==> config.mk <==
export PLATFORM = sky130hd
export DESIGN_NAME = debug_tx_queue
export DESIGN_NICKNAME = d
export VERILOG_FILES = /design/src/rtl/debug_tx_queue_pkg.sv /design/src/rtl/debug_tx_queue_mem.sv /design/src/rtl/debug_tx_queue.sv
export SDC_FILE = /design/constraint.sdc
export NUM_CORES = 2
export LEC_CHECK = 0
export ABC_CLOCK_PERIOD_IN_PS = 7900
export BUFFER_PORTS_ARGS = -buffer_cell sky130_fd_sc_hd__buf_4
export CAP_MARGIN = 20
export CORE_MARGIN = 8
export CORE_UTILIZATION = 50
export DETAILED_ROUTE_END_ITERATION = 10
export GPL_TIMING_DRIVEN = 0
export PLACE_DENSITY_LB_ADDON = 0.08
export SLEW_MARGIN = 20
export SYNTH_ARGS = -nofsm -noshare
export SYNTH_HDL_FRONTEND = slang
export SYNTH_SLANG_ARGS = --single-unit
==> constraint.sdc <==
create_clock -name i_Clock -period 7.9 [get_ports i_Clock]
set_input_delay 1.58 -clock i_Clock [delete_from_list [all_inputs] [get_ports i_Clock]]
set_output_delay 1.58 -clock i_Clock [all_outputs]
set_load 0.02 [all_outputs]
==> src/rtl/debug_tx_queue_pkg.sv <==
// Shared constants and state encodings for the debug peripheral transmit queue.
package debug_tx_queue_pkg;

    localparam int TXQ_DEPTH_LOG2_DEFAULT = 8;
    localparam int TXQ_DATA_WIDTH_DEFAULT = 8;

    typedef enum logic [1:0] {
        s_TXQ_IDLE = 2'd0,
        s_TXQ_SEND = 2'd1,
        s_TXQ_GAP  = 2'd2
    } txq_state_e;

endpackage

==> src/rtl/debug_tx_queue_mem.sv <==
// Queue storage: DEPTH x DATA_WIDTH RAM, one synchronous write port, one asynchronous read port.
module debug_tx_queue_mem
    import debug_tx_queue_pkg::*;
#(
    parameter int DEPTH_LOG2 = TXQ_DEPTH_LOG2_DEFAULT,
    parameter int DATA_WIDTH = TXQ_DATA_WIDTH_DEFAULT
) (
    input  logic                  clk_i,
    input  logic                  we_i,
    input  logic [DEPTH_LOG2-1:0] waddr_i,
    input  logic [DATA_WIDTH-1:0] wdata_i,
    input  logic [DEPTH_LOG2-1:0] raddr_i,
    output logic [DATA_WIDTH-1:0] rdata_o
);

    localparam int DEPTH = 1 << DEPTH_LOG2;

    // No reset: contents are don't-care, which keeps this mappable to distributed RAM.
    logic [DATA_WIDTH-1:0] mem_q [DEPTH];

    always_ff @(posedge clk_i) begin
        if (we_i) begin
            mem_q[waddr_i] <= wdata_i;
        end
    end

    assign rdata_o = mem_q[raddr_i];

endmodule

==> src/rtl/debug_tx_queue.sv <==
// Byte queue and transmit sequencer between the debug command logic and the UART transmitter.
module debug_tx_queue
    import debug_tx_queue_pkg::*;
#(
    parameter int DEPTH_LOG2 = TXQ_DEPTH_LOG2_DEFAULT,
    parameter int DATA_WIDTH = TXQ_DATA_WIDTH_DEFAULT
) (
    input  logic                  i_Clock,
    input  logic                  i_Reset,
    input  logic                  i_Push,
    input  logic [DATA_WIDTH-1:0] i_Push_Byte,
    input  logic                  i_Flush,
    output logic                  o_Full,
    output logic                  o_Empty,
    output logic [DEPTH_LOG2:0]   o_Count,
    output logic                  o_Overflow,
    output logic                  o_Tx_DV,
    output logic [DATA_WIDTH-1:0] o_Tx_Byte,
    input  logic                  i_Tx_Done
);

    localparam logic [DEPTH_LOG2:0]   FULL_COUNT = {1'b1, {DEPTH_LOG2{1'b0}}};
    localparam logic [DEPTH_LOG2-1:0] PTR_ONE    = (DEPTH_LOG2)'(1);
    localparam logic [DEPTH_LOG2:0]   CNT_ONE    = (DEPTH_LOG2 + 1)'(1);

    txq_state_e            state_q, state_d;
    logic [DEPTH_LOG2-1:0] head_q, head_d;
    logic [DEPTH_LOG2-1:0] tail_q, tail_d;
    logic [DEPTH_LOG2:0]   count_q, count_d;
    logic                  overflow_q, overflow_d;
    logic                  txDv_q, txDv_d;
    logic [DATA_WIDTH-1:0] txByte_q, txByte_d;
    logic [DATA_WIDTH-1:0] rdData;
    logic                  full;
    logic                  pop;
    logic                  pushAccept;

    debug_tx_queue_mem #(
        .DEPTH_LOG2 (DEPTH_LOG2),
        .DATA_WIDTH (DATA_WIDTH)
    ) u_mem (
        .clk_i   (i_Clock),
        .we_i    (pushAccept),
        .waddr_i (head_q),
        .wdata_i (i_Push_Byte),
        .raddr_i (tail_q),
        .rdata_o (rdData)
    );

    assign full = (count_q == FULL_COUNT);

    always_ff @(posedge i_Clock or posedge i_Reset) begin
        if (i_Reset) begin
            state_q    <= s_TXQ_IDLE;
            head_q     <= '0;
            tail_q     <= '0;
            count_q    <= '0;
            overflow_q <= 1'b0;
            txDv_q     <= 1'b0;
            txByte_q   <= '0;
        end else begin
            state_q    <= state_d;
            head_q     <= head_d;
            tail_q     <= tail_d;
            count_q    <= count_d;
            overflow_q <= overflow_d;
            txDv_q     <= txDv_d;
            txByte_q   <= txByte_d;
        end
    end

    always_comb begin
        state_d    = state_q;
        head_d     = head_q;
        tail_d     = tail_q;
        count_d    = count_q;
        overflow_d = overflow_q;
        txDv_d     = txDv_q;
        txByte_d   = txByte_q;
        pop        = 1'b0;
        pushAccept = 1'b0;

        // A flush in IDLE suppresses the load; a byte already in SEND always completes.
        unique case (state_q)
            s_TXQ_IDLE: begin
                if ((count_q != '0) && !i_Flush) begin
                    pop      = 1'b1;
                    txByte_d = rdData;
                    txDv_d   = 1'b1;
                    state_d  = s_TXQ_SEND;
                end
            end
            s_TXQ_SEND: begin
                if (i_Tx_Done) begin
                    txDv_d   = 1'b0;
                    txByte_d = '0;
                    state_d  = s_TXQ_GAP;
                end
            end
            s_TXQ_GAP: begin
                state_d = s_TXQ_IDLE;
            end
            default: begin
                state_d = s_TXQ_IDLE;
            end
        endcase

        pushAccept = i_Push && !i_Flush && (!full || pop);

        if (i_Flush) begin
            head_d     = '0;
            tail_d     = '0;
            count_d    = '0;
            overflow_d = 1'b0;
        end else begin
            if (pushAccept) begin
                head_d = head_q + PTR_ONE;
            end
            if (pop) begin
                tail_d = tail_q + PTR_ONE;
            end
            if (pushAccept && !pop) begin
                count_d = count_q + CNT_ONE;
            end else if (!pushAccept && pop) begin
                count_d = count_q - CNT_ONE;
            end
            if (i_Push && !pushAccept) begin
                overflow_d = 1'b1;
            end
        end
    end

    assign o_Full     = full;
    assign o_Empty    = (count_q == '0);
    assign o_Count    = count_q;
    assign o_Overflow = overflow_q;
    assign o_Tx_DV    = txDv_q;
    assign o_Tx_Byte  = txByte_q;

endmodule

==> results.cfg <==
[outcome]
outcome = complete, no violations

[sta]
fin_hold_ws_ps = 492
final_hold_viol_count = 0
slew_headroom = 0.154
fmax_mhz = 192
setup_violations = 0
fin_crit_sh = 0.660
layout_setup_ws_ps = 2690
min_period_ps = 5210
tightest_slew_ps = 1270
grt_setup_unrepaired = no
fin_skew_ps = 49.1
drv_slew = 0
finalSetupTns_ps = 0

[worst_setup_path]
criticalPathCategory = reg -> reg
cp_data_required_time_ps = 8570
arrival_ps = 5880
crit_path_start = tail_q[1]
path_max_fanout = 10
end_kind = register
worstReg2RegStart = tail_q[1]
cp-start-kind = register

[floorplan]
initial_core_util = 0.502
dieArea_sq_um = 176000
core_area_sq_um = 162000
die_x_um = 419
ios = 34
die_h_um = 419
rows = 148

[grt]
grt_max_degree = 129
overflow = 0
grt_usage = 0.305
grt_pass1_wl_um = 362000
antenna_found_initial = 11
grt_pass1_vias = 41900

[clocking]
ctsResizeCount = 0
clkLatencyLatePin_ps = 870
clockBufferDepth = 3
cts_setup_buffers = 0
cts_inserted_buffers = 210
cts.sinks = 2085
root_buffer = clkbuf_16
cts_hold_buf = 0
cts_max_level = 4
tritoncts = done
clkTransAtPathRegs_ps = 70

[placement]
dp_slack_ps = 2610
post_dp_cell_area_sq_um = 85300
io_buffers = 33
finalWeightedCongestion = 0.968
place_hpwl_um = 177000
dpl.cell_count = 6123

[hold_path]
hp-start = state_q[1]
hp-class = reg -> reg

[route]
first_pass_iters = 7
wire_per_inst_um = 41.4
drc_errors = 0
num_vias = 43500
drt-total-wl_um = 270000
via_per_inst = 6.67
drtAntennaViolNets = 0
drt-initial-drc-count = 6837

[synth]
postSynthNetCount = 3904
synth_seq_area_share = 0.768
async_reset_ff_frac = 0.0177
avgSynthCellArea_sq_um = 21.0
postSynthCellCount = 3877
yosysWarnings = 0
synth.distinct_cells = 74
ys_ff_latch = 2085
synthesis.area_sq_um = 81300
synth-edff-count = 2048
yosys_most_used_dff = edfxtp_1

[layout]
area_growth_pct = 13.1
regArea_sq_um = 62400
multi_input_area_sq_um = 17500
nets = 4188
utilization = 0.567
post-route-cell-area_sq_um = 91900
layout-drive-gt1-share = 0.243
instances_no_fill = 6521
n_fill_cell = 12100

[power]
max-vdd-ir-drop_v = 0.000288
leakage_nw = 28.5
p_total_mw = 29.1
power_density_nw_per_um2 = 316

[run]
cap_violations = 0
-- state kept, by name, indices dropped and copies added (netlist names) --
register / flops
head_q: 8
o_Count: 9
o_Overflow: 1
o_Tx_Byte: 8
o_Tx_DV: 1
state_q: 2
tail_q: 8
u_mem.mem_q: 2048
-- critical path: stages, from the launching register on --
cell and delay [ps]:
dfrtp_1 360, buf_2 190, buf_4 290, buf_2 620, buf_2 890, buf_2 740, mux4_2 440, a22oi_1 150
a21oi_1 150, o31ai_1 970, nand4_1 190
-- synthesized netlist by cell type (15+ instances only) --
library cell / number / share of area
a221oi_1: 21 / 0.0023
nor3_1: 15 / 0.00092
buf_1: 26 / 0.0012
o22ai_1: 22 / 0.0017
o221ai_1: 18 / 0.0019
nand3_1: 35 / 0.0022
a21oi_1: 55 / 0.0034
clkbuf_1: 92 / 0.0042
nand2_1: 94 / 0.0043
mux2i_1: 97 / 0.012
nor2_1: 310 / 0.014
o21ai_0: 30 / 0.0018
a22o_1: 23 / 0.0025
dfrtp_1: 37 / 0.011
buf_6: 26 / 0.0036
a22oi_1: 139 / 0.013
mux4_2: 486 / 0.13
edfxtp_1: 2048 / 0.76
buf_2: 58 / 0.0036
buf_4: 34 / 0.0031
-- kinds of logic after synthesis --
group,count (synthesis),synth area share
flip-flops,2085,0.768
multiplexers,595,0.148
AND/OR/NAND/NOR,537,0.0290
AO/OA/AOI/OAI,377,0.0336
buffers and inverters,250,0.0166
XOR/XNOR,19,0.00205
adder cells (fa/ha/maj),14,0.00225
-- power by group --
part           total (mW)  switching [mW]  internal [mW]
logic                7.16            4.63           2.52
clock network        9.67            4.28           5.38
registers            12.3          0.0735           12.2
-- cell type report --
class | count | area share
antenna | 3 | 0.0000817
buffer | 237 | 0.0148
clock buffer | 270 | 0.0603
clock inverter | 124 | 0.0115
inverter | 13 | 0.000531
multi-input combinational | 1542 | 0.191
sequential | 2085 | 0.679
tap | 2175 | 0.0296
timing repair buffer | 72 | 0.0132
-- final timing paths --
| check | cells past startpoint | slack (ps) | end |
|---|---|---|---|
| worst max-delay path | 10 | 2690 | o_Tx_Byte[6] |
| min in group asynchronous | 2 | 700 | o_Count[6] |
| max in group asynchronous | 3 | 6730 | o_Tx_Byte[2] |
| worst min-delay path | 1 | 490 | state_q[0] |
| worst min register to register | 1 | 490 | state_q[0] |
| worst max register to register | 10 | 2690 | o_Tx_Byte[6] |
-- layout by cell type (no fill, tap or decap), drive strengths merged, types with 21 or more instances in the layout --
cell	instances
mux4	486
a221oi	21
nor2	311
clkinv	105
buf	217
a21oi	55
clkbuf	362
o21ai	31
a22oi	139
edfxtp	2048
nand2	100
dfrtp	37
nand3	37
a22o	23
o22ai	22
mux2i	97
-- metal layers --
metal | share of wire | global-route usage | vias to the layer above
li1 | - | - | 16700
met1 | 0.38 | 0.425 | 23400
met2 | 0.45 | 0.458 | 2813
met3 | 0.11 | 0.0823 | 537
met4 | 0.049 | 0.128 | 4
met5 | 0.000085 | 0 | -
(Power assumes the default switching activity.)
